[src/rtl/vector_decoder_pkg.sv]
// vector_decoder_pkg
//   Shared definitions for the vector decoder slice: the default vector
//   width N, the index width W (clog2 of N) and the two-state FSM encoding.
package vector_decoder_pkg;

  localparam int N = 32;
  localparam int W = 5;

  typedef enum logic {
    ACCUM = 1'b0,
    HOLD  = 1'b1
  } state_t;

endpackage

[src/rtl/vector_decoder_idx_onehot.sv]
// idx_onehot
//   Purely combinational decode of a W-bit bit-position index into an N-bit
//   one-hot vector. Indices that do not address a bit of the vector
//   (idx >= N, only possible when N < 2^W) yield an all-zero vector and
//   in_range = 0.
// Ports
//   idx       in   W  encoded bit position
//   onehot    out  N  one-hot decode of idx (zero when out of range)
//   in_range  out  1  idx < N
module idx_onehot
  import vector_decoder_pkg::*;
#(
  parameter int N = vector_decoder_pkg::N,
  parameter int W = vector_decoder_pkg::W
) (
  input  logic [W-1:0] idx,
  input  logic         unused_tie,
  output logic [N-1:0] onehot,
  output logic         in_range
);

  logic [N-1:0] one;

  always_comb begin
    one      = {{(N-1){1'b0}}, 1'b1};
    in_range = ({1'b0, idx} < (W+1)'(N));
    onehot   = in_range ? (one << idx) : '0;
  end

endmodule

[src/rtl/vector_decoder.sv]
// vector_decoder
//   Rebuilds an N-bit vector from a stream of encoded bit-position beats.
//   Each accepted beat sets one bit of an accumulator; the beat flagged
//   in_last closes the frame, which is then held on the output until the
//   downstream consumer takes it. Duplicate or out-of-range indices are
//   dropped and flagged with a one-cycle err pulse.
// Ports
//   clk        in   1    clock, rising edge
//   rst        in   1    synchronous active-high reset
//   en         in   1    input enable (does not affect the output side)
//   in_valid   in   1    index beat valid
//   in_ready   out  1    beat can be accepted
//   in_idx     in   W    encoded bit position
//   in_last    in   1    final beat of the frame
//   out_valid  out  1    completed frame available
//   out_ready  in   1    downstream accepts the frame
//   out_vec    out  N    rebuilt vector (live accumulator while collecting)
//   out_count  out  W+1  number of distinct bits set in out_vec
//   err        out  1    one-cycle pulse on duplicate/out-of-range index
module vector_decoder
  import vector_decoder_pkg::*;
#(
  parameter int N = vector_decoder_pkg::N,
  parameter int W = vector_decoder_pkg::W
) (
  input  logic         clk,
  input  logic         rst,
  input  logic         en,
  input  logic         in_valid,
  output logic         in_ready,
  input  logic [W-1:0] in_idx,
  input  logic         in_last,
  output logic         out_valid,
  input  logic         out_ready,
  output logic [N-1:0] out_vec,
  output logic [W:0]   out_count,
  output logic         err
);

  state_t       state_q, state_d;
  logic [N-1:0] acc_q, acc_d;
  logic [W:0]   count_q, count_d;
  logic         err_q, err_d;

  logic [N-1:0] idx_hot;
  logic         idx_in_range;
  logic         accept;

  idx_onehot #(
    .N (N),
    .W (W)
  ) u_idx_onehot (
    .idx        (in_idx),
    .unused_tie (1'b0),
    .onehot     (idx_hot),
    .in_range   (idx_in_range)
  );

  assign accept = in_valid && in_ready;

  always_ff @(posedge clk) begin
    if (rst) begin
      state_q <= ACCUM;
      acc_q   <= '0;
      count_q <= '0;
      err_q   <= 1'b0;
    end else begin
      state_q <= state_d;
      acc_q   <= acc_d;
      count_q <= count_d;
      err_q   <= err_d;
    end
  end

  // A beat whose bit is already set (or cannot exist) leaves the frame
  // untouched but still closes it when in_last is set.
  always_comb begin
    state_d = state_q;
    acc_d   = acc_q;
    count_d = count_q;
    err_d   = 1'b0;
    case (state_q)
      ACCUM: begin
        if (accept) begin
          if (!idx_in_range || ((acc_q & idx_hot) != '0)) begin
            err_d = 1'b1;
          end else begin
            acc_d   = acc_q | idx_hot;
            count_d = count_q + {{W{1'b0}}, 1'b1};
          end
          if (in_last) begin
            state_d = HOLD;
          end
        end
      end
      HOLD: begin
        if (out_ready) begin
          acc_d   = '0;
          count_d = '0;
          state_d = ACCUM;
        end
      end
      default: state_d = ACCUM;
    endcase
  end

  // in_ready is low throughout HOLD, so no beat can slip in during the
  // cycle the output handshake completes.
  always_comb begin
    in_ready  = en && (state_q == ACCUM);
    out_valid = (state_q == HOLD);
    out_vec   = acc_q;
    out_count = count_q;
    err       = err_q;
  end

endmodule

[config.mk]
export PLATFORM = sky130hd
export DESIGN_NAME = vector_decoder
export DESIGN_NICKNAME = d
export VERILOG_FILES = /design/src/rtl/vector_decoder_pkg.sv /design/src/rtl/vector_decoder_idx_onehot.sv /design/src/rtl/vector_decoder.sv
export SDC_FILE = /design/constraint.sdc
export NUM_CORES = 1
export LEC_CHECK = 0
export ABC_AREA = 1
export ABC_CLOCK_PERIOD_IN_PS = 3200
export BUFFER_PORTS_ARGS = -buffer_cell sky130_fd_sc_hd__buf_2
export CELL_PAD_IN_SITES_DETAIL_PLACEMENT = 1
export CELL_PAD_IN_SITES_GLOBAL_PLACEMENT = 2
export CORE_MARGIN = 5
export CORE_UTILIZATION = 30
export DETAILED_ROUTE_END_ITERATION = 10
export GPL_ROUTABILITY_DRIVEN = 0
export GPL_TIMING_DRIVEN = 0
export HOLD_SLACK_MARGIN = 0.1
export PLACE_DENSITY_LB_ADDON = 0.15
export SLEW_MARGIN = 40
export SYNTH_ARGS = -nofsm -noshare
export SYNTH_HDL_FRONTEND = slang
export SYNTH_SLANG_ARGS = --single-unit
[constraint.sdc]
create_clock -name clk -period 3.2 [get_ports clk]
set_clock_uncertainty 0.15 [all_clocks]
set_input_delay 0 -clock clk [delete_from_list [all_inputs] [get_ports clk]]
set_output_delay 0 -clock clk [all_outputs]
set_load 0.01 [all_outputs]
== After elaboration in Yosys (flattened, before gate mapping) ==
Cells that the tools add are included.
Cells by class
  add/sub/neg operators: 1
  equality and inequality tests: 3
  shift operators: 1
  muxes and demuxes: 13
  bitwise logic cells: 4
  reduce and logical (&&, ||, !) cells: 5
Operators with widths (count)
  $mux W32: 3
  $pmux W32 S2: 1
  $and A32 B32 Y32: 1
  $or A32 B32 Y32: 1
  $reduce_bool A32 Y1: 1
  $shl A1 B5 Y32 const A: 1
  $mux W6: 3
  $pmux W6 S2: 1
  $add A6 B1 Y6 const B: 1
  $ne A2 B2 Y1 const B: 3
  $mux W1: 4
  $reduce_and A3 Y1: 1
  $reduce_or A3 Y1: 1
  $logic_and A1 B1 Y1: 2
  $not A1 Y1: 2
  $pmux W1 S2: 1
Storage, ports and cells
  flip-flop bits (word level): 40
  input bits: 11
  output and inout port bits: 41
  word-level logic and storage cells: 31

== Logic depth before layout (Yosys ltp) ==
  word-level depth: 6
  mapped depth: 14
  depth with buffers taken out: 13

== Cells and area by module ==
Synthesis repeated with hierarchy kept, for this count alone.
Second synthesis, totals
  cell total of the unflattened synthesis: 321
  area total of the unflattened synthesis: 2188.3 um^2
By module, submodules not included
  vector_decoder: instances 1, cells an instance 256, area each 1804.2 um^2, seq. area each 800.8 um^2
  idx_onehot: instances 1, cells an instance 65, area each 384.1 um^2, seq. area each 0.0 um^2

== Worst setup path after synthesis ==
OpenSTA, ideal clock, no wires.
  kind: register to register
  from: reg state_q, in the netlist out_valid
  to: reg acc_q[0], in the netlist out_vec[0]
  setup time: 0.064 ns
  arrival: 1.287 ns
  setup slack: 1.700 ns
  stages on the path, launching flop included: 9
  buffers on the path: 1
  clock period less this slack: 1.500 ns
  cells stage by stage: dfxtp_1 > nor2_1 > nand2_1 > inv_1 > nand3_2 > nand3_2 > nand2_4 > buf_6 > nor2_1
Between the ends
  longest elaborated chain between the ends: 5
  elaborated cells between the ends (all ways): 8
RTL lines
  start, declared: RTL line vector_decoder.sv:40  | state_t state_q, state_d;
  start signal, assigned: RTL line vector_decoder.sv:68  | state_q <= state_d;
  $not A1 Y1
  $logic_and A1 B1 Y1: RTL line vector_decoder.sv:110  | in_ready = en && (state_q == ACCUM);
  net in_ready: RTL line vector_decoder.sv:30  | output logic in_ready,
  $logic_and A1 B1 Y1: RTL line vector_decoder.sv:59  | assign accept = in_valid && in_ready;
  $ne A2 B2 Y1 (no source line)
  $reduce_and A3 Y1 (no source line)
  end signal, assigned: RTL line vector_decoder.sv:64  | acc_q <= '0;
  end signal, assigned: RTL line vector_decoder.sv:69  | acc_q <= acc_d;
  end, declared: RTL line vector_decoder.sv:41  | logic [N-1:0] acc_q, acc_d;
The timed path passes the listed nets, and every way through them passes these cells.
A chain may end at the register's enable or synchronous reset.

== Worst setup path after layout ==
  from: reg state_q, in the netlist out_valid
  to: reg state_q, in the netlist out_valid
Between the ends
  longest elaborated chain between the ends: 5
RTL lines
  $not A1 Y1
  $logic_and A1 B1 Y1: RTL line vector_decoder.sv:110
  $logic_and A1 B1 Y1: RTL line vector_decoder.sv:59
  $mux W1: RTL line vector_decoder.sv:84  | if (accept) begin
  $pmux W1 S2 *: RTL line vector_decoder.sv:82  | case (state_q)
Every way passes the cells marked *; elsewhere a longest branch is shown, timed or not.

==> reports/results.tsv <==
stage	metric	value	unit
grt	number of global-route vias before repair	2327	
finish	final std cells w/o fill	450	
clock_tree	Post-CTS Setup Inserts	0	
clock_tree	CTS tree	built	
logic_synthesis	post-synthesis sequential area ratio	39.4	%
clock_tree	clock sinks	40	
grt	largest net degree at the start of global routing	12	
timing	Hold Violations, Final	0	
worst_setup_path	Worst Path Max Fanout	6	
clock_tree	CTS Hold Bufs	12	
finish	commonest non-fill, non-tap cell in the layout	nor2_1	
finish	layout cells sized above 1	22.4	%
placed_design	dpl cells	430	
finish	Layout area overhead	27.3	%
timing	Max Freq	0.358	GHz
routing	Vias	2215	
placed_design	Buffers on Ports	49	
pwr	Peak VDD IR	0.154	mV
clock_tree	total CTS buffers	5	
worst_setup_path	Crit path required time	3.29	ns
timing	final setup fails	0	
finish	Final Core Density	38.8	%
timing	Rel. slew slack	63.6	%
timing	WHS	0.122	ns
logic_synthesis	Ys Warns	0	
timing	worst slew pin tran	0.546	ns
clock_tree	Max H-tree Level	2	
clock_tree	Max Root-Sink Buffers	2	
floorplanning	Die Y	92.4	um
worst_hold_path	Hold Crit Class	in2reg	
timing	Tcrit/Tclk final	87.3	%
floorplanning	Die W	92.4	um
clock_tree	post_cts resized	0	
worst_setup_path	Worst EP arrival	2.89	ns
run_status	status	finished clean	
grt	total global routing overflow	0	
clock_tree	CTS clk-pin slew, worst paths	0.08	ns
timing	RSZ-0062 raised after global routing	no	
logic_synthesis	Syn Area/Cell	6.76	sq um
floorplanning	Core ar.	6680	sq um
logic_synthesis	syn nets	313	
routing	drt wl/cell	15.6	um
floorplanning	Top-Level Pins	52	
floorplanning	die area	8530	sq um
routing	DRC errors left	0	
finish	Nets	381	
grt	first-pass GRT wire length	11800	um
grt	Overall Global Routing Usage	17.3	%
logic_synthesis	Syn Std Cell Area	2030	sq um
placed_design	HPWL after detailed placement	5200	um
routing	vias per cell	4.92	
logic_synthesis	#FFs+latches synth	40	
routing	Detail Route Antenna Nets	0	
finish	fill cell count	889	
pwr	P_leak	1.25	nW
floorplanning	Initial Util	30.4	%
worst_setup_path	Worst setup SP type	register	
floorplanning	# rows	30	
finish	commonest cells after routing, fill and taps aside	nor2_1, nand2_1, buf_2	
timing	max-slew violations	0	
clock_tree	clk root buf	clkbuf_8	
pwr	PwrDens	381	nW/um^2
routing	DRT Wirelength	7010	um
logic_synthesis	post-synthesis cell type count	24	
clock_tree	Clock Latency Late Sink	0.29	ns
job	Max Cap Violations	0	
routing	initial DRC count	72	
timing	post-route minimum period	2.79	ns
grt	antenna violations before repair	0	
finish	diode count	0	
worst_setup_path	CP endpoint kind	register	
timing	setup TNS	0	ns
logic_synthesis	Synth Instances	301	
worst_setup_path	CP Class	reg2reg	
routing	drt pass-1 iters	4	
pwr	Power Total	0.000987	W
[cells in the mapped netlist]
| cell type | n | area [sq um] |
|---|---|---|
| nor2_2 | 4 | 25.0 |
| nor2_1 | 79 | 297 |
| or2_2 | 1 | 6.26 |
| inv_4 | 1 | 6.26 |
| buf_4 | 1 | 7.51 |
| buf_1 | 2 | 7.51 |
| a21oi_1 | 40 | 200 |
| inv_2 | 4 | 15.0 |
| nand2_1 | 57 | 214 |
| nor2_4 | 2 | 22.5 |
| ha_1 | 1 | 12.5 |
| xor2_1 | 1 | 8.76 |
| buf_6 | 6 | 67.6 |
| clkbuf_1 | 3 | 11.3 |
| o21ai_0 | 1 | 5.00 |
| nand3_2 | 4 | 40.0 |
| nand2_4 | 1 | 11.3 |
| nand4_1 | 17 | 106 |
| inv_1 | 10 | 37.5 |
| nor3_1 | 4 | 20.0 |
| nand3_1 | 17 | 85.1 |
| o21bai_1 | 1 | 7.51 |
| buf_2 | 4 | 20.0 |
| dfxtp_1 | 40 | 801 |
[routing by layer]
| layer | global-route usage (%) | vias to the layer above | share of wire (%) |
|---|---|---|---|
| li1 | - | 1120 | - |
| met1 | 21.0 | 1043 | 44 |
| met2 | 30.9 | 44 | 50 |
| met3 | 3.57 | 8 | 4.3 |
| met4 | 4.46 | 0 | 1.1 |
| met5 | 0 | - | 0 |
[per-stage QoR]
| stage | cell area (sq um) | setup WS, ns |
|---|---|---|
| finish | 2590 | 0.406 |
| global route | 2590 | 0.237 |
| CTS | 2590 | 0.414 |
| detailed placement | 2380 | 1.16 |
| global placement | 2380 | 1.23 |
| floorplan | 2030 | 1.70 |
[worst max-delay path, stage by stage, from the launching register on]
cell	delay, ns
dfxtp_1	0.38
nor2_1	0.15
nand2_1	0.08
dlygate4sd3_1	0.56
inv_1	0.12
nand2_1	0.07
dlygate4sd3_1	0.55
a21oi_1	0.12
dlygate4sd3_1	0.55
[report_power, final]
| part | switching [W] | internal, W |
|---|---|---|
| sequential | 0.00000454 | 0.000502 |
| combinational | 0.0000805 | 0.0000419 |
| clock | 0.000182 | 0.000176 |
[final timing paths]
check,start,endpoint,slack (ns),cells after the start
max,out_valid$_SDFF_PP0_,out_valid$_SDFF_PP0_,0.41,8
min,in_idx[3],out_vec[4]$_SDFFE_PP0P_,0.12,6
max reg2reg,out_valid$_SDFF_PP0_,out_valid$_SDFF_PP0_,0.41,8
min reg2reg,out_vec[12]$_SDFFE_PP0P_,out_vec[12]$_SDFFE_PP0P_,0.35,2
[kinds of logic after synthesis]
logic type	share of synthesized area, %
and+or+nand+nor	40.7
adders and majority gates	0.615
AOI/OAI and AO/OA	10.5
DFF	39.4
xor gates and xnor gates	0.431
buffers and inverters	8.49
[sequential cells by signal, summed over array words and instances (netlist names)]
signal and count:
err 1, out_vec 32, out_valid 1, out_count 6
[cell type report]
class | count | area [sq um] | share of cell area (%)
timing repair buffer | 61 | 365 | 14.1
sequential | 40 | 801 | 30.9
buffer | 16 | 114 | 4.40
clock buffer | 8 | 90.1 | 3.48
inverter | 15 | 58.8 | 2.27
multi-input combinational | 230 | 1060 | 41.0
tap | 80 | 100 | 3.86
Note: power is estimated with default switching activity, not from simulation.
